==> src/rtl/comb_decimator.sv <==
`default_nettype none
// +--------------------------------------------------------------------------+
// | comb_decimator                                                           |
// | Keeps every DECIM-th integrator sample and applies an M-delay comb with  |
// | a valid/ready output register. Define COMB_SAT_EN for saturating output. |
// | Revision: 1.0                                                            |
// +--------------------------------------------------------------------------+
module comb_decimator #(
  parameter int WIDTH = 22,
  parameter int DECIM = 8,
  parameter int DELAY = 2
) (
  input  logic             clk,
  input  logic             reset,
  input  logic [WIDTH-1:0] in_data,
  input  logic             in_valid,
  output logic [WIDTH-1:0] out_data,
  output logic             out_valid,
  input  logic             out_ready,
  output logic             overrun
);

  localparam int PH_W = (DECIM > 1) ? $clog2(DECIM) : 1;
  localparam int FILL_W = $clog2(DELAY + 1);
  localparam logic [PH_W-1:0] PH_LAST = PH_W'(DECIM - 1);
  localparam logic [FILL_W-1:0] FILL_FULL = FILL_W'(DELAY);

  logic [PH_W-1:0]   ph;
  logic [FILL_W-1:0] fill;
  logic [WIDTH-1:0]  dline [DELAY];
  logic              dec_event;
  logic              res_event;
  logic [WIDTH-1:0]  y;

  assign dec_event = in_valid && (ph == PH_LAST);
  assign res_event = dec_event && (fill == FILL_FULL);

`ifdef COMB_SAT_EN
  logic signed [WIDTH:0] diff;

  assign diff = $signed({in_data[WIDTH-1], in_data})
              - $signed({dline[DELAY-1][WIDTH-1], dline[DELAY-1]});

  // Sign bit disagreeing with the extra MSB means the true difference left the WIDTH range.
  always_comb begin
    y = diff[WIDTH-1:0];
    if (diff[WIDTH] != diff[WIDTH-1])
      y = diff[WIDTH] ? {1'b1, {(WIDTH-1){1'b0}}} : {1'b0, {(WIDTH-1){1'b1}}};
  end
`else
  // Modulo difference: cancels wrap-around of the upstream integrator.
  assign y = in_data - dline[DELAY-1];
`endif

  always_ff @(posedge clk) begin
    if (reset) begin
      ph        <= '0;
      fill      <= '0;
      for (int i = 0; i < DELAY; i++) dline[i] <= '0;
      out_data  <= '0;
      out_valid <= 1'b0;
      overrun   <= 1'b0;
    end else begin
      if (in_valid)
        ph <= (ph == PH_LAST) ? '0 : ph + PH_W'(1);

      if (dec_event) begin
        if (fill != FILL_FULL) fill <= fill + FILL_W'(1);
        dline[0] <= in_data;
        for (int i = 1; i < DELAY; i++) dline[i] <= dline[i-1];
      end

      // A result that finds the register occupied and not being consumed is dropped.
      if (res_event) begin
        if (!out_valid || out_ready) begin
          out_data  <= y;
          out_valid <= 1'b1;
        end else begin
          overrun <= 1'b1;
        end
      end else if (out_valid && out_ready) begin
        out_valid <= 1'b0;
      end
    end
  end

endmodule
`default_nettype wire

==> config.mk <==
export PLATFORM = sky130hd
export DESIGN_NAME = comb_decimator
export DESIGN_NICKNAME = d
export VERILOG_FILES = /design/src/rtl/comb_decimator.sv
export SDC_FILE = /design/constraint.sdc
export NUM_CORES = 1
export LEC_CHECK = 0
export CORE_MARGIN = 2
export CORE_UTILIZATION = 40
export CTS_CLUSTER_SIZE = 40
export DETAILED_ROUTE_END_ITERATION = 10
export PLACE_DENSITY = 0.73
export SLEW_MARGIN = 40
export SYNTH_ARGS = -nofsm -noshare
export SYNTH_HDL_FRONTEND = slang
export SYNTH_SLANG_ARGS = --single-unit
==> constraint.sdc <==
create_clock -name clk -period 2.6 [get_ports clk]
set_clock_uncertainty 0.05 [all_clocks]
set_input_delay 0.65 -clock clk [delete_from_list [all_inputs] [get_ports clk]]
set_output_delay 0.65 -clock clk [all_outputs]
set_load 0.05 [all_outputs]
# After elaboration in Yosys (flattened, before gate mapping)
# Memories as Yosys holds them, arrays and structs flattened.
# Index checks and enable logic that the tools add are counted.
op_classes:
  n_addsub: 3
  n_eq_ne: 4
  muxes: 11
  bitwise: 3
  reduce_logical: 10
op_table:
  columns: ["cell", "n"]
  rows:
  - ["22-bit two-way mux", 2]
  - ["22-bit subtractor", 1]
  - ["1-bit two-way mux", 8]
  - ["2-bit AND reduction", 4]
  - ["3-bit by 1-bit adder with 3-bit output (second input constant)", 1]
  - ["3-bit equality test (second input constant)", 1]
  - ["1-bit logical AND", 3]
  - ["3-bit two-way mux", 1]
  - ["2-bit by 1-bit adder with 2-bit output (second input constant)", 1]
  - ["2-bit equality test (second input constant)", 1]
  - ["2-bit by 1-bit inequality test with 1-bit output (second input constant)", 1]
  - ["2-bit inequality test (second input constant)", 1]
  - ["1-bit OR", 2]
  - ["2-bit nonzero test", 1]
  - ["1-bit zero test", 1]
  - ["1-bit logical OR", 1]
  - ["1-bit NOT", 1]
totals:
  register_bits: 29
  ram_bits: 44
  in_bits: 26
  out_inout_bits: 24
  word_cells: 37
  n_memories: 1
memory_table:
  columns: ["memory", "words", "word_bits", "read_ports", "rd_clocked_by_memory_dff", "write_ports", "line_no", "rtl"]
  rows:
  - ["dline", 2, 22, 2, 0, 2, "30", "logic [WIDTH-1:0] dline [DELAY];"]

# Longest topological paths before layout
# Gate-level depths: netlist of the first run.
depth:
  word_depth: 6
  mapped_depth: 11
  mapped_depth_nobuf: 11

# Least setup slack after synthesis of the first run
# OpenSTA, ideal clock, no wires.
synth_timing:
  path_type: "input to register"
  start: "in reset"
  end: "mem dline[0][0] (enable)"
  setup_ns: 0.404
  arrival_time_ns: 2.149
  required_time_ns: 2.146
  setup_slack_ns: -0.002
  path_stages: 4
  n_path_buf: 2
  cell_sequence: "clkbuf_1 inv_1 buf_6 nand2_1"
synth_rtl:
  columns: ["element", "line_no", "rtl"]
  rows:
  - ["start, declared", "14", "input logic reset,"]
  - ["end, declared", "30", null]

# Worst setup path in the final report of the first run
layout_timing:
  start: "in in_data[2]"
  end: "reg out_data[18]"
layout_between:
  elab_chain_len: 1
layout_lines:
  columns: ["element", "line_no", "rtl"]
  rows:
  - ["start, declared", "15", "input logic [WIDTH-1:0] in_data,"]
  - ["22-bit subtractor", "52", "assign y = in_data - dline[DELAY-1];"]
  - ["end signal, assigned", "76", "out_data <= y;"]
  - ["end, declared", "17", "output logic [WIDTH-1:0] out_data,"]
# No other way between the ends.
# A chain may end at the register's enable or synchronous reset.

==> impl_metrics.xml, run 1 <==
<?xml version="1.0" encoding="UTF-8"?>
<metrics>
  <group name="outcome">
    <metric name="outcome" unit="">complete, no violations</metric>
  </group>
  <group name="placed_design">
    <metric name="routabilityCongestion" unit="">0.916</metric>
    <metric name="dpl.hpwl" unit="um">6630</metric>
    <metric name="post-place-cells" unit="">609</metric>
    <metric name="place.port_buffers" unit="">49</metric>
    <metric name="placed_cell_area" unit="sq mm">0.00495</metric>
  </group>
  <group name="floorplanning">
    <metric name="io_pins" unit="">50</metric>
    <metric name="effective_utilization_at_floorplan" unit="%">41.0</metric>
    <metric name="floorplan.die_area" unit="sq mm">0.0107</metric>
    <metric name="rows" unit="">36</metric>
    <metric name="floorplan.die.width" unit="um">104</metric>
    <metric name="die_height" unit="um">104</metric>
    <metric name="design.core.area" unit="sq mm">0.00968</metric>
  </group>
  <group name="setup_path">
    <metric name="critical_path_depth" unit="">9</metric>
    <metric name="setup.reg_to_reg.worst_slack" unit="ns">0.32</metric>
    <metric name="reg2regPathDepth" unit="">10</metric>
    <metric name="worstPathBufferInverterCount" unit="">1</metric>
    <metric name="ordered_list_of_cells_on_the_worst_path" unit="">clkdlybuf4s50_1 -&gt; ha_4 -&gt; a21oi_4 -&gt; o21ai_2 -&gt; a21oi_4 -&gt; o2111ai_2 -&gt; a21oi_2 -&gt; or4b_1 -&gt; nand3_1</metric>
    <metric name="timing.critical_path.fanout_max" unit="">5</metric>
    <metric name="worst-endpoint-required" unit="ns">2.83</metric>
    <metric name="critPathArrivalTime" unit="ns">2.73</metric>
    <metric name="crit_type" unit="">primary input to register</metric>
    <metric name="timing.critical_path.mode_cell" unit="">sky130_fd_sc_hd__a21oi_4</metric>
    <metric name="endpoint" unit="">out_data[18]</metric>
    <metric name="worst_setup_path_start_kind" unit="">primary input</metric>
    <metric name="worstReg2RegStart" unit="">dline[0][22]</metric>
    <metric name="regToRegEndpoint" unit="">out_data[18]</metric>
    <metric name="crit_path_top_delay_cell" unit="">sky130_fd_sc_hd__or4b_1</metric>
    <metric name="critical_path.startpoint" unit="">in_data[2]</metric>
    <metric name="worst_setup_path_end_kind" unit="">register</metric>
    <metric name="critPathTopFamily" unit="">compound AO/OA/AOI/OAI gates</metric>
    <metric name="critical-path-max-stage-delay" unit="ns">0.53</metric>
  </group>
  <group name="clocking">
    <metric name="cts-root-to-sink-buffers" unit="">2</metric>
    <metric name="cts_htree_levels" unit="">3</metric>
    <metric name="tritoncts" unit="">yes</metric>
    <metric name="cts_hold_repair.buffers" unit="">0</metric>
    <metric name="clock-sinks" unit="">73</metric>
    <metric name="clk_pin_slew" unit="ns">0.08</metric>
    <metric name="clk_latency" unit="ns">0.35</metric>
    <metric name="cts_root_buffer" unit="">sky130_fd_sc_hd__clkbuf_8</metric>
    <metric name="tritoncts.num_buffers" unit="">9</metric>
  </group>
  <group name="layout">
    <metric name="finalInstanceArea" unit="sq mm">0.00533</metric>
    <metric name="fin_cells" unit="">635</metric>
    <metric name="combined_flip_flop_and_latch_cell_area" unit="sq mm">0.00190</metric>
    <metric name="nNetsFinal" unit="">548</metric>
    <metric name="post_route_cells_drive_above_1_share" unit="%">23.5</metric>
    <metric name="area_delta_synth_final" unit="%">34.3</metric>
    <metric name="antennaDiodeCount" unit="">0</metric>
    <metric name="multi_input_gate_area" unit="sq mm">0.00198</metric>
    <metric name="count_of_fill_cells_added_during_filler_insertion" unit="">840</metric>
  </group>
  <group name="global_route">
    <metric name="grt_antenna_before_repair" unit="">0</metric>
    <metric name="gr-total-overflow" unit="">0</metric>
    <metric name="grt_pass1_wl" unit="um">15300</metric>
    <metric name="via_count_of_the_first_global_routing_pass" unit="">3074</metric>
    <metric name="grt_start_max_net_pins" unit="">29</metric>
    <metric name="grtUsageTotal" unit="%">17.8</metric>
  </group>
  <group name="synth">
    <metric name="synth.top_cells.by_area" unit="">sky130_fd_sc_hd__edfxtp_1 33%, sky130_fd_sc_hd__dfxtp_1 15%, sky130_fd_sc_hd__ha_1 7.6%</metric>
    <metric name="synth_seq_cells" unit="">73</metric>
    <metric name="post_synth_instance_area" unit="sq mm">0.00397</metric>
    <metric name="synth_area_leader_cell" unit="">sky130_fd_sc_hd__edfxtp_1</metric>
    <metric name="syn-instance-count" unit="">392</metric>
    <metric name="synth-async-reset-ratio" unit="%">0</metric>
    <metric name="mappedNetlistNets" unit="">443</metric>
    <metric name="synth_commonest_cells" unit="">44 x sky130_fd_sc_hd__and2_1, 44 x sky130_fd_sc_hd__edfxtp_1, 30 x sky130_fd_sc_hd__nand2_1</metric>
    <metric name="post_synth.cell_area_avg" unit="sq um">10.1</metric>
    <metric name="synth-edff-count" unit="">44</metric>
    <metric name="ys_seq_area_share" unit="%">47.9</metric>
    <metric name="synth.distinct_cells" unit="">54</metric>
    <metric name="synth_ff_type" unit="">sky130_fd_sc_hd__edfxtp_1</metric>
    <metric name="synth_top_area_share" unit="%">33.3</metric>
    <metric name="synth.yosys.warnings" unit="">0</metric>
  </group>
  <group name="routing">
    <metric name="num_vias" unit="">3215</metric>
    <metric name="routed_wire_length_per_instance" unit="um">14.7</metric>
    <metric name="routed_via_density" unit="">5.06</metric>
    <metric name="detail_route.wirelength" unit="um">9330</metric>
    <metric name="drcViolationCount" unit="">0</metric>
    <metric name="detail_route.iter0.violations" unit="">176</metric>
    <metric name="drt_first_pass_iters" unit="">4</metric>
    <metric name="drtAntennaViolNets" unit="">0</metric>
  </group>
  <group name="power_and_ir_drop">
    <metric name="ir_drop" unit="uV">276</metric>
    <metric name="pwr_density_cell" unit="mW/mm^2">465</metric>
    <metric name="post-layout-total-power" unit="W">0.00248</metric>
    <metric name="p_leak" unit="nW">2.11</metric>
  </group>
  <group name="timing">
    <metric name="final-max-slew-violation-count" unit="">0</metric>
    <metric name="final-hold-violation-count" unit="">0</metric>
    <metric name="slew-limit-headroom" unit="%">65.4</metric>
    <metric name="finalSetupTns" unit="ns">0</metric>
    <metric name="setup_viol" unit="">0</metric>
    <metric name="min_period" unit="ns">2.50</metric>
    <metric name="max_slew.worst_pin.slew" unit="ns">0.517</metric>
    <metric name="final_min_period_over_clock_period" unit="%">96.2</metric>
    <metric name="achievable-frequency" unit="MHz">400</metric>
  </group>
  <group name="hold_path">
    <metric name="timing.hold.worst.class" unit="">register to register</metric>
    <metric name="holdCritStartpoint" unit="">out_data[6]</metric>
  </group>
  <group name="job">
    <metric name="cap_violations" unit="">0</metric>
  </group>
</metrics>
[routing by layer]
metal / up-vias / track usage (%) / routed length (um) / part of all wire (%)
met5: - / 0 / 0 / 0
met4: 0 / 7.24 / 181 / 1.9
met3: 14 / 2.58 / 364 / 3.9
met2: 66 / 28.2 / 4430 / 47
met1: 1542 / 24.5 / 4350 / 47
li1: 1593 / - / - / -
[power by group]
part,switching [W],internal (W),leakage [nW]
clock network,0.000415,0.000338,0.0843
registers,0.00000889,0.00125,0.688
logic,0.000231,0.000239,1.34
total,0.000654,0.00182,2.11
[layout make-up]
class                           instances  share of cell area [%]
Clock buffer                           11                    2.46
Clock inverter                          5                   0.446
Inverter                               29                    2.04
Multi-Input combinational cell        270                    37.2
Sequential cell                        73                    35.7
Tap cell                              133                    3.12
Timing Repair Buffer                  114                    19.1
[cell families after synthesis]
group	after synthesis	synth area share, %
DFF	73	47.9
and+or+nand+nor	143	18.8
muxes	4	1.01
AOI/OAI and AO/OA	84	15.0
buffers and inverters	49	6.15
xor gates and xnor gates	14	3.09
adders and majority gates	25	8.07
[sequential cells by signal (all words and copies together), names as in the netlist]
register   cells
ph             3
overrun        1
dline         44
out_valid      1
fill           2
out_data      22
[worst min-delay path: cells and delay by family (launching register included)]
kind,cells,cell delay [ns]
flops,1,0.32
simple gates,1,0.05
compound gates,1,0.05
[metrics by stage]
step	hold WS, ns	util (%)	setup WS, ns
2_1_floorplan	0.415	-	0.0431
3_3_place_gp	0.394	51.1	-0.592
3_5_place_dp	0.397	51.1	-0.688
4_1_cts	0.409	53.7	0.0110
5_1_grt	0.432	55.1	-0.00511
6_report	0.405	55.1	0.0992
[cells in the final DEF (no fill, tap or decap), drive strengths merged, types with 6 or more instances in the layout]
master         Yosys  final
and2              44     44
inv               29     29
ha                24     24
a211oi             6      6
xnor2              8      8
edfxtp            44     44
xor2               6      6
clkbuf             9     11
o21ai             14     14
nand3             14     14
nor2              23     23
a21oi             29     29
nor3               6      6
dfxtp             29     29
buf               10     65
clkdlybuf4s50      0     46
nand2             30     30
[worst min-delay path by stage]
| stage | cells past startpoint | to |
|---|---|---|
| 2_1_floorplan | 2 | ph[1] |
| 3_3_place_gp | 2 | out_data[7] |
| 3_5_place_dp | 2 | out_data[3] |
| 4_1_cts | 2 | out_data[3] |
| 5_1_grt | 2 | out_data[9] |
| 6_report | 2 | out_data[6] |
[timing repair]
item / in CTS / in global routing
gates cloned: 0 / 0
endpoints found under the setup margin: 12 / 7
gates resized for setup: 13 / 13
hold endpoints to repair: 0 / 0
setup buffers: 7 / 3
pin swaps: 8 / 10
(Power assumes the default switching activity.)
==> run 2: changes to the inputs <==
- SKIP_CTS_REPAIR_TIMING: unset -> 1
- SLEW_MARGIN: 40 -> unset
==> impl_metrics.xml, run 2 (synthesis results as in run 1) <==
<?xml version="1.0" encoding="UTF-8"?>
<metrics>
  <group name="setup_path">
    <metric name="crit_path_top_delay_cell" unit="">sky130_fd_sc_hd__clkdlybuf4s50_1</metric>
    <metric name="timing.critical_path.fanout_max" unit="">5</metric>
    <metric name="worst_setup_path_end_kind" unit="">register</metric>
    <metric name="setup.reg_to_reg.worst_slack" unit="ns">0.32</metric>
    <metric name="ordered_list_of_cells_on_the_worst_path" unit="">clkdlybuf4s50_1 -&gt; ha_1 -&gt; nand3_1 -&gt; a21boi_1 -&gt; o21bai_1 -&gt; a31oi_1 -&gt; a41oi_2 -&gt; or4_1 -&gt; nand3_1</metric>
    <metric name="timing.critical_path.mode_cell" unit="">sky130_fd_sc_hd__nand3_1</metric>
    <metric name="worstReg2RegStart" unit="">dline[0][22]</metric>
    <metric name="worstPathBufferInverterCount" unit="">1</metric>
    <metric name="worst-endpoint-required" unit="ns">2.83</metric>
    <metric name="critical-path-max-stage-delay" unit="ns">0.42</metric>
    <metric name="crit_type" unit="">primary input to register</metric>
    <metric name="critical_path.startpoint" unit="">in_data[13]</metric>
    <metric name="worst_setup_path_start_kind" unit="">primary input</metric>
    <metric name="critPathArrivalTime" unit="ns">2.78</metric>
    <metric name="reg2regPathDepth" unit="">10</metric>
    <metric name="regToRegEndpoint" unit="">out_data[17]</metric>
    <metric name="critPathTopFamily" unit="">compound AO/OA/AOI/OAI gates</metric>
  </group>
  <group name="layout">
    <metric name="top_register" unit="">dline</metric>
    <metric name="area_delta_synth_final" unit="%">33.6</metric>
    <metric name="nNetsFinal" unit="">541</metric>
    <metric name="finalCoreUtilization" unit="%">54.8</metric>
    <metric name="reg_top3" unit="">dline: 44 flops, out_data: 22 flops, ph: 3 flops</metric>
    <metric name="post_route_cells_drive_above_1_share" unit="%">22.8</metric>
    <metric name="count_of_fill_cells_added_during_filler_insertion" unit="">843</metric>
    <metric name="mostFrequentLayoutCells" unit="">55 x sky130_fd_sc_hd__buf_4, 44 x sky130_fd_sc_hd__and2_1, 44 x sky130_fd_sc_hd__edfxtp_1, 44 x sky130_fd_sc_hd__clkdlybuf4s50_1</metric>
    <metric name="most_frequent_standard_cell_in_the_layout_excluding_fill_and_tap_cells" unit="">sky130_fd_sc_hd__buf_4</metric>
    <metric name="antennaDiodeCount" unit="">0</metric>
    <metric name="largest_reg_flops" unit="">44</metric>
  </group>
  <group name="timing">
    <metric name="final-hold-violation-count" unit="">0</metric>
    <metric name="final.setup.worst_slack" unit="ns">0.0504</metric>
    <metric name="slew-limit-headroom" unit="%">47.5</metric>
    <metric name="final_min_period_over_clock_period" unit="%">98.1</metric>
    <metric name="min_period" unit="ns">2.55</metric>
    <metric name="achievable-frequency" unit="MHz">392</metric>
    <metric name="max_slew.worst_pin.slew" unit="ns">0.787</metric>
    <metric name="final-max-slew-violation-count" unit="">0</metric>
    <metric name="setup_viol" unit="">0</metric>
  </group>
  <group name="floorplanning">
    <metric name="floorplan.die_area" unit="sq mm">0.0107</metric>
    <metric name="io_pins" unit="">50</metric>
    <metric name="die_height" unit="um">104</metric>
    <metric name="effective_utilization_at_floorplan" unit="%">41.0</metric>
    <metric name="floorplan.die.width" unit="um">104</metric>
    <metric name="rows" unit="">36</metric>
    <metric name="design.core.area" unit="sq mm">0.00968</metric>
  </group>
  <group name="power_and_ir_drop">
    <metric name="ir_drop" unit="uV">275</metric>
    <metric name="p_leak" unit="nW">2.11</metric>
    <metric name="pwr_density_cell" unit="mW/mm^2">466</metric>
  </group>
  <group name="routing">
    <metric name="detail_route.iter0.violations" unit="">213</metric>
    <metric name="drtAntennaViolNets" unit="">0</metric>
    <metric name="drcViolationCount" unit="">0</metric>
    <metric name="detail_route.wirelength" unit="um">9220</metric>
    <metric name="num_vias" unit="">3190</metric>
    <metric name="routed_via_density" unit="">5.08</metric>
    <metric name="routed_wire_length_per_instance" unit="um">14.7</metric>
    <metric name="drt_first_pass_iters" unit="">4</metric>
  </group>
  <group name="placed_design">
    <metric name="dpl.hpwl" unit="um">6630</metric>
    <metric name="place.port_buffers" unit="">49</metric>
    <metric name="routabilityCongestion" unit="">0.916</metric>
    <metric name="preCtsSetupSlack" unit="ns">-0.688</metric>
  </group>
  <group name="clocking">
    <metric name="cts_root_buffer" unit="">sky130_fd_sc_hd__clkbuf_8</metric>
    <metric name="cts_htree_levels" unit="">3</metric>
    <metric name="clk_latency" unit="ns">0.35</metric>
    <metric name="clock-sinks" unit="">73</metric>
    <metric name="clk_pin_slew" unit="ns">0.07</metric>
    <metric name="tritoncts.num_buffers" unit="">9</metric>
    <metric name="cts-root-to-sink-buffers" unit="">2</metric>
    <metric name="tritoncts" unit="">yes</metric>
  </group>
  <group name="hold_path">
    <metric name="holdCritStartpoint" unit="">out_data[9]</metric>
    <metric name="timing.hold.worst.class" unit="">register to register</metric>
    <metric name="hold_depth" unit="">2</metric>
    <metric name="hold_path_end" unit="">out_data[9]</metric>
  </group>
  <group name="global_route">
    <metric name="grt_most_used_layer" unit="">met2</metric>
    <metric name="grt_pass1_wl" unit="um">14600</metric>
    <metric name="gr-total-overflow" unit="">0</metric>
    <metric name="grt_antenna_before_repair" unit="">0</metric>
    <metric name="grt_start_max_net_pins" unit="">29</metric>
    <metric name="grt_use_met1" unit="%">23.6</metric>
    <metric name="grt_met3_use" unit="%">2.58</metric>
    <metric name="grtUsageTotal" unit="%">16.9</metric>
    <metric name="via_count_of_the_first_global_routing_pass" unit="">3006</metric>
    <metric name="grt_use_met2" unit="%">26.1</metric>
  </group>
  <group name="outcome">
    <metric name="outcome" unit="">complete, no violations</metric>
  </group>
  <group name="job">
    <metric name="cap_violations" unit="">0</metric>
  </group>
</metrics>
run 2: changes by cell type in the layout (fill, tap and decap cells not counted), sizes merged:
cell,change
buf,-7
clkdlybuf4s50,-2
dlygate4sd2,-2
dlymetal6s2s,+4
run 2: worst max path at each step:
| stage | slack [ns] | cells past startpoint | end |
|---|---|---|---|
| 2_1_floorplan | 0.04 | 11 | out_data[14] |
| 3_3_place_gp | -0.59 | 12 | out_data[18] |
| 5_1_grt | -0.04 | 9 | out_data[20] |
| 3_5_place_dp | -0.69 | 12 | out_data[18] |
| 4_1_cts | -0.31 | 12 | out_data[18] |
| 6_report | 0.05 | 9 | out_data[20] |
run 2: report_power, final:
group,total (W),switching (W),internal [W]
Combinational,0.000461,0.000229,0.000232
Clock,0.000753,0.000416,0.000338
Sequential,0.00126,0.00000894,0.00125
Total,0.00247,0.000653,0.00182
run 2: per-layer routing:
layer | routed length (um) | share of wire, %
met3 | 340 | 3.7
met4 | 253 | 2.7
met5 | 0 | 0
met2 | 4300 | 47
met1 | 4330 | 47
run 2: layout make-up:
| cell class | instances | area, sq um | share of cell area, % |
|---|---|---|---|
| Sequential cell | 73 | 1900 | 35.9 |
| Multi-Input combinational cell | 270 | 2000 | 37.6 |
| Inverter | 29 | 109 | 2.05 |
| Tap cell | 133 | 166 | 3.14 |
| Clock buffer | 11 | 131 | 2.48 |
| Timing Repair Buffer | 107 | 976 | 18.4 |
| Clock inverter | 5 | 23.8 | 0.448 |
run 2: worst min-delay path, stage by stage, from the launching register on:
cell and delay [ns]:
sky130_fd_sc_hd__dfxtp_1 0.31, sky130_fd_sc_hd__nand2_1 0.05, sky130_fd_sc_hd__a21oi_1 0.05
run 2: metrics by stage:
step | cell area, sq um | TNS (ns) | hold slack (ns) | cells | power [W]
finish | 5300 | 0 | 0.405 | 628 | 0.00247
detailed placement | 4950 | -6.87 | 0.397 | 609 | 0.00169
global route | 5300 | -0.0486 | 0.432 | 628 | 0.00257
CTS | 5100 | -1.68 | 0.409 | 625 | 0.00243
global placement | 4950 | -5.94 | 0.394 | 609 | 0.00168
floorplan | 3970 | 0 | 0.415 | 392 | 0.00152
==> run 3: changes to the inputs <==
- CTS_CLUSTER_DIAMETER: unset -> 40
- PLACE_DENSITY: 0.73 -> 0.71
- clock period: 2.6 -> 2.8 ns (I/O delays scaled with it)
==> impl_metrics.xml, run 3 (synthesis results as in run 1) <==
<?xml version="1.0" encoding="UTF-8"?>
<metrics>
  <group name="timing">
    <metric name="hold_slack" unit="ns">0.401</metric>
    <metric name="final.setup.worst_slack" unit="ns">0.0860</metric>
    <metric name="max_slew.worst_pin.slew" unit="ns">0.512</metric>
    <metric name="achievable-frequency" unit="MHz">368</metric>
    <metric name="setup_viol" unit="">0</metric>
    <metric name="final-max-slew-violation-count" unit="">0</metric>
    <metric name="slew-limit-headroom" unit="%">65.7</metric>
    <metric name="final_min_period_over_clock_period" unit="%">96.9</metric>
    <metric name="min_period" unit="ns">2.71</metric>
    <metric name="final-hold-violation-count" unit="">0</metric>
  </group>
  <group name="global_route">
    <metric name="gr-total-overflow" unit="">0</metric>
    <metric name="via_count_of_the_first_global_routing_pass" unit="">2962</metric>
    <metric name="grt_antenna_before_repair" unit="">0</metric>
    <metric name="grt_pass1_wl" unit="um">14400</metric>
    <metric name="grtUsageTotal" unit="%">16.7</metric>
    <metric name="grt_start_max_net_pins" unit="">29</metric>
  </group>
  <group name="layout">
    <metric name="multi_input_gate_area" unit="sq mm">0.00189</metric>
    <metric name="reg_top3" unit="">dline: 44 flops, out_data: 22 flops, ph: 3 flops</metric>
    <metric name="nNetsFinal" unit="">525</metric>
    <metric name="combined_flip_flop_and_latch_cell_area" unit="sq mm">0.00190</metric>
    <metric name="finalCoreUtilization" unit="%">52.5</metric>
    <metric name="antennaDiodeCount" unit="">0</metric>
    <metric name="most_frequent_standard_cell_in_the_layout_excluding_fill_and_tap_cells" unit="">sky130_fd_sc_hd__clkdlybuf4s50_1</metric>
    <metric name="area_delta_synth_final" unit="%">28.2</metric>
    <metric name="post_route_cells_drive_above_1_share" unit="%">18.2</metric>
    <metric name="largest_reg_flops" unit="">44</metric>
    <metric name="mostFrequentLayoutCells" unit="">48 x sky130_fd_sc_hd__clkdlybuf4s50_1, 44 x sky130_fd_sc_hd__and2_1, 44 x sky130_fd_sc_hd__edfxtp_1</metric>
    <metric name="count_of_fill_cells_added_during_filler_insertion" unit="">863</metric>
    <metric name="top_register" unit="">dline</metric>
  </group>
  <group name="routing">
    <metric name="drcViolationCount" unit="">0</metric>
    <metric name="routed_via_density" unit="">5.04</metric>
    <metric name="drtAntennaViolNets" unit="">0</metric>
    <metric name="num_vias" unit="">3084</metric>
    <metric name="detail_route.iter0.violations" unit="">141</metric>
    <metric name="routed_wire_length_per_instance" unit="um">14.4</metric>
    <metric name="drt_first_pass_iters" unit="">4</metric>
    <metric name="detail_route.wirelength" unit="um">8820</metric>
  </group>
  <group name="placed_design">
    <metric name="routabilityCongestion" unit="">0.851</metric>
    <metric name="preCtsSetupSlack" unit="ns">-0.522</metric>
    <metric name="dpl.hpwl" unit="um">6450</metric>
    <metric name="place.port_buffers" unit="">49</metric>
  </group>
  <group name="hold_path">
    <metric name="timing.hold.worst.class" unit="">register to register</metric>
    <metric name="holdCritStartpoint" unit="">out_data[9]</metric>
  </group>
  <group name="floorplanning">
    <metric name="floorplan.die_area" unit="sq mm">0.0107</metric>
    <metric name="floorplan.die.width" unit="um">104</metric>
    <metric name="effective_utilization_at_floorplan" unit="%">41.0</metric>
    <metric name="io_pins" unit="">50</metric>
    <metric name="die_height" unit="um">104</metric>
    <metric name="rows" unit="">36</metric>
    <metric name="design.core.area" unit="sq mm">0.00968</metric>
  </group>
  <group name="clocking">
    <metric name="tritoncts.num_buffers" unit="">9</metric>
    <metric name="cts_htree_levels" unit="">3</metric>
    <metric name="clk_pin_slew" unit="ns">0.07</metric>
    <metric name="clk_latency" unit="ns">0.35</metric>
    <metric name="cts_root_buffer" unit="">sky130_fd_sc_hd__clkbuf_8</metric>
    <metric name="tritoncts" unit="">yes</metric>
    <metric name="cts-root-to-sink-buffers" unit="">2</metric>
    <metric name="clock-sinks" unit="">73</metric>
  </group>
  <group name="setup_path">
    <metric name="reg2regPathDepth" unit="">10</metric>
    <metric name="regToRegEndpoint" unit="">out_data[18]</metric>
    <metric name="crit_path_top_delay_cell" unit="">sky130_fd_sc_hd__clkdlybuf4s50_1</metric>
    <metric name="crit_type" unit="">primary input to register</metric>
    <metric name="ordered_list_of_cells_on_the_worst_path" unit="">clkdlybuf4s50_1 -&gt; ha_1 -&gt; a21o_1 -&gt; a21oi_2 -&gt; a21oi_2 -&gt; o2111ai_2 -&gt; a31oi_2 -&gt; or3_1 -&gt; o311ai_1</metric>
    <metric name="worst-endpoint-required" unit="ns">3.01</metric>
    <metric name="critical_path.startpoint" unit="">in_data[3]</metric>
    <metric name="setup.reg_to_reg.worst_slack" unit="ns">0.53</metric>
    <metric name="critical-path-max-stage-delay" unit="ns">0.44</metric>
    <metric name="worst_setup_path_end_kind" unit="">register</metric>
    <metric name="worstPathBufferInverterCount" unit="">1</metric>
    <metric name="critical_path_depth" unit="">9</metric>
    <metric name="worst_setup_path_start_kind" unit="">primary input</metric>
    <metric name="critPathTopFamily" unit="">compound AO/OA/AOI/OAI gates</metric>
    <metric name="timing.critical_path.fanout_max" unit="">5</metric>
    <metric name="endpoint" unit="">out_data[21]</metric>
    <metric name="critPathArrivalTime" unit="ns">2.92</metric>
    <metric name="worstReg2RegStart" unit="">dline[0][22]</metric>
    <metric name="timing.critical_path.mode_cell" unit="">sky130_fd_sc_hd__a21oi_2</metric>
  </group>
  <group name="outcome">
    <metric name="outcome" unit="">complete, no violations</metric>
  </group>
  <group name="power_and_ir_drop">
    <metric name="ir_drop" unit="uV">235</metric>
    <metric name="p_leak" unit="nW">2.00</metric>
    <metric name="pwr_density_cell" unit="mW/mm^2">465</metric>
  </group>
  <group name="job">
    <metric name="cap_violations" unit="">0</metric>
  </group>
</metrics>
[run 3: cell count changes in the layout (fill, tap and decap cells not counted), moves of 2 or more]
| cell | before | now |
|---|---|---|
| sky130_fd_sc_hd__clkinv_2 | 4 | 2 |
| sky130_fd_sc_hd__ha_1 | 16 | 23 |
| sky130_fd_sc_hd__buf_4 | 55 | 40 |
| sky130_fd_sc_hd__clkdlybuf4s50_1 | 44 | 48 |
| sky130_fd_sc_hd__ha_4 | 8 | 1 |
| sky130_fd_sc_hd__dlymetal6s2s_1 | 5 | 1 |
[run 3: how the worst min path moves through the flow]
stage                  endpoint  slack (ns)  cells past startpoint
finish              out_data[9]        0.40                      2
global route        out_data[4]        0.43                      2
CTS                 out_data[9]        0.41                      2
detailed placement  out_data[9]        0.40                      2
global placement    out_data[3]        0.39                      2
floorplan                 ph[1]        0.41                      2
[run 3: power by group]
group          leakage, nW  internal [W]  total [W]  switching (W)
clock               0.0974      0.000435   0.000820       0.000385
sequential           0.688       0.00116    0.00117     0.00000760
combinational         1.22      0.000182   0.000378       0.000197
total                 2.00       0.00177    0.00236       0.000590
[run 3: final cells by class]
type                       instances  area share (%)
inverter                          29            2.14
clock inverter                     3           0.787
clock buffer                      13            2.93
tap                              133            3.27
timing repair buffer              91            16.4
sequential                        73            37.4
multi-input combinational        270            37.1
[run 3: metrics by stage]
step	instances	instance area [sq um]	TNS, ns	power [W]
after floorplan	392	3970	0	0.00141
after global placement	595	4830	-3.53	0.00154
after detailed placement	595	4830	-4.22	0.00155
after CTS	611	5020	-0.444	0.00236
after global routing	612	5090	-0.0233	0.00246
final	612	5090	0	0.00236
[run 3: routing by layer]
| layer | wire length (um) | global-route usage (%) | vias up | part of all wire [%] |
|---|---|---|---|---|
| met3 | 367 | 2.71 | 21 | 4.2 |
| met4 | 229 | 6.85 | 0 | 2.6 |
| li1 | - | - | 1542 | - |
| met5 | 0 | 0 | - | 0 |
| met1 | 4310 | 23.5 | 1456 | 49 |
| met2 | 3920 | 25.6 | 65 | 44 |
[run 3: worst reg2reg max path, stage by stage (launching register included)]
cell                        delay (ns)
sky130_fd_sc_hd__edfxtp_1         0.42
sky130_fd_sc_hd__ha_4             0.19
sky130_fd_sc_hd__inv_1            0.07
sky130_fd_sc_hd__fa_2             0.22
sky130_fd_sc_hd__a21oi_2          0.07
sky130_fd_sc_hd__o21ai_2          0.17
sky130_fd_sc_hd__a21oi_4          0.10
sky130_fd_sc_hd__o2111ai_1        0.25
sky130_fd_sc_hd__a21oi_2          0.11
sky130_fd_sc_hd__or4b_1           0.47
sky130_fd_sc_hd__nand3_1          0.09
==> edit: new RTL, config.mk and constraints of run 2 <==
Build with the macro `COMB_SAT_EN` defined.
--- a/src/rtl/comb_decimator.sv
+++ b/src/rtl/comb_decimator.sv
@@ -6,4 +6,6 @@
 // | Revision: 1.0                                                            |
 // +--------------------------------------------------------------------------+
+`define COMB_SAT_EN
+
 module comb_decimator #(
   parameter int WIDTH = 22,
Formal check against the unedited RTL: same outputs for any inputs over 10 cycles, from zero or initial values and one cycle with reset high; that may be too few to reach the edited logic, so the function may still have changed.
==> edit against run 2 <==
  * The run now ends with negative setup slack left
  * Sequential cell count stayed put
  * Via count is 5.6% higher
  * Worst setup slack worse by 0.27 ns
  * Non-clock buffer count is 28 higher
  * Power is 15% higher
  * Cell area is 14% higher
  * Area after synthesis is 5.4% higher
  * Sequential power hardly changed
  * Global-route usage is 1.6 points higher
  * Routed wire length is 9.6% higher
  * Hold slack better by 0.019 ns
  * Critical endpoint is now out_data[18]$_SDFFE_PP0P_
==> edit: results (changes against run 2) <==
Run status
  • Failing checks: negative setup slack
  • Status: complete, but fails checks

Route
  • Via count: 3368 (+5.6%)

STA
  • Setup TNS: -3.16 ns (-3.16 ns)
  • Setup-failing EPs final: 21 (+21)
  • Final worst slack: -0.222 ns (-0.272 ns)

Layout
  • Non-filler cells, final: 675 (+7.5%)
  • Layout cells sized above 1: 35.3% (+12 points)
  • Layout Nets: 587 (+8.5%)

Power
  • Maximum vdd drop: 0.316 mV (+15%)
  • Logic pwr share: 25.0% (+6.3 points)

Synth
  • Post-Syn Nets: 457 (+3.2%)
  • Compound-cell area share of the yosys netlist: 16.6% (+1.7 points)
  • Mux cell area share after synthesis: 0.478% (-0.53 points)
  • Commonest cells post-synth: nor2_1, edfxtp_1, and2_1
  • Post-Synth XOR/XNOR Area: 4.43% (+1.3 points)
  • Post-synthesis adder-cell area fraction: 10.4% (+2.3 points)
  • Syn Area/Cell: 10.3 sq um (+2.0%)

Critical path
  • Critical R2R Capture: out_data[18]$_SDFFE_PP0P_
  • Worst r2r src: dline[0][23]$_SDFFCE_PN0P_
  • Arrival time worst endpoint: 3.05 ns (+0.27 ns)

Place
  • Placed Cells incl. Taps: 653 (+7.2%)
  • Post-DP HPWL: 7040 microns (+6.2%)
  • DP Worst Slack: -1.10 ns (-0.416 ns)
  • Placer Congestion: 0.878 (-4.2%)

Global route
  • Largest net degree at the start of global routing: 46 (+59%)
  • Met3 Resource Use GR: 5.33% (+2.8 points)
[edit: changes by cell type after synthesis, sizes merged, moves of 4 or more]
cell,delta
nor2,+23
a211oi,+17
nand3,-10
maj3,+9
a21oi,-8
buf,-6
nand2,-6
and3,+5
nand4,-4
[edit: area by class of cell]
class	instances	area, sq um
Fill cell	848	4180
Multi-Input combinational cell	289	2440
Sequential cell	73	1900
Timing Repair Buffer	135	1240
Tap cell	136	170
Clock buffer	11	131
Inverter	27	114
Clock inverter	4	45.0
[edit: logic make-up after synthesis]
logic type | count (synthesis)
buf+inv | 43
compound gates | 85
mux | 2
xor+xnor | 19
simple gates | 148
fa+ha+maj | 35
flops | 73
[edit: through the flow]
step	power, mW	hold slack (ns)
6_report	2.83	0.424
5_1_grt	2.96	0.460
4_1_cts	2.75	0.434
3_5_place_dp	1.88	0.415
3_3_place_gp	1.87	0.402
2_1_floorplan	1.63	0.415
[edit: worst max-delay path, cell delays in order]
cell            delay [ns]
dlymetal6s2s_1        0.16
ha_1                  0.31
nor2b_1               0.14
o2111ai_1             0.27
a21oi_2               0.11
o2111a_1              0.26
or2_4                 0.28
xnor2_4               0.18
buf_4                 0.16
maj3_2                0.31
a211oi_2              0.20
[edit: how the worst max path moves through the flow]
stage / from / endpoint / slack (ns)
6_report: in_data[1] / out_data[18]$_SDFFE_PP0P_ / -0.22
5_1_grt: in_data[0] / out_data[20]$_SDFFE_PP0P_ / -0.32
4_1_cts: in_data[0] / out_data[20]$_SDFFE_PP0P_ / -0.73
3_5_place_dp: in_data[0] / out_data[20]$_SDFFE_PP0P_ / -1.10
3_3_place_gp: in_data[0] / out_data[3]$_SDFFE_PP0P_ / -1.04
2_1_floorplan: in_data[0] / out_data[10]$_SDFFE_PP0P_ / -0.32
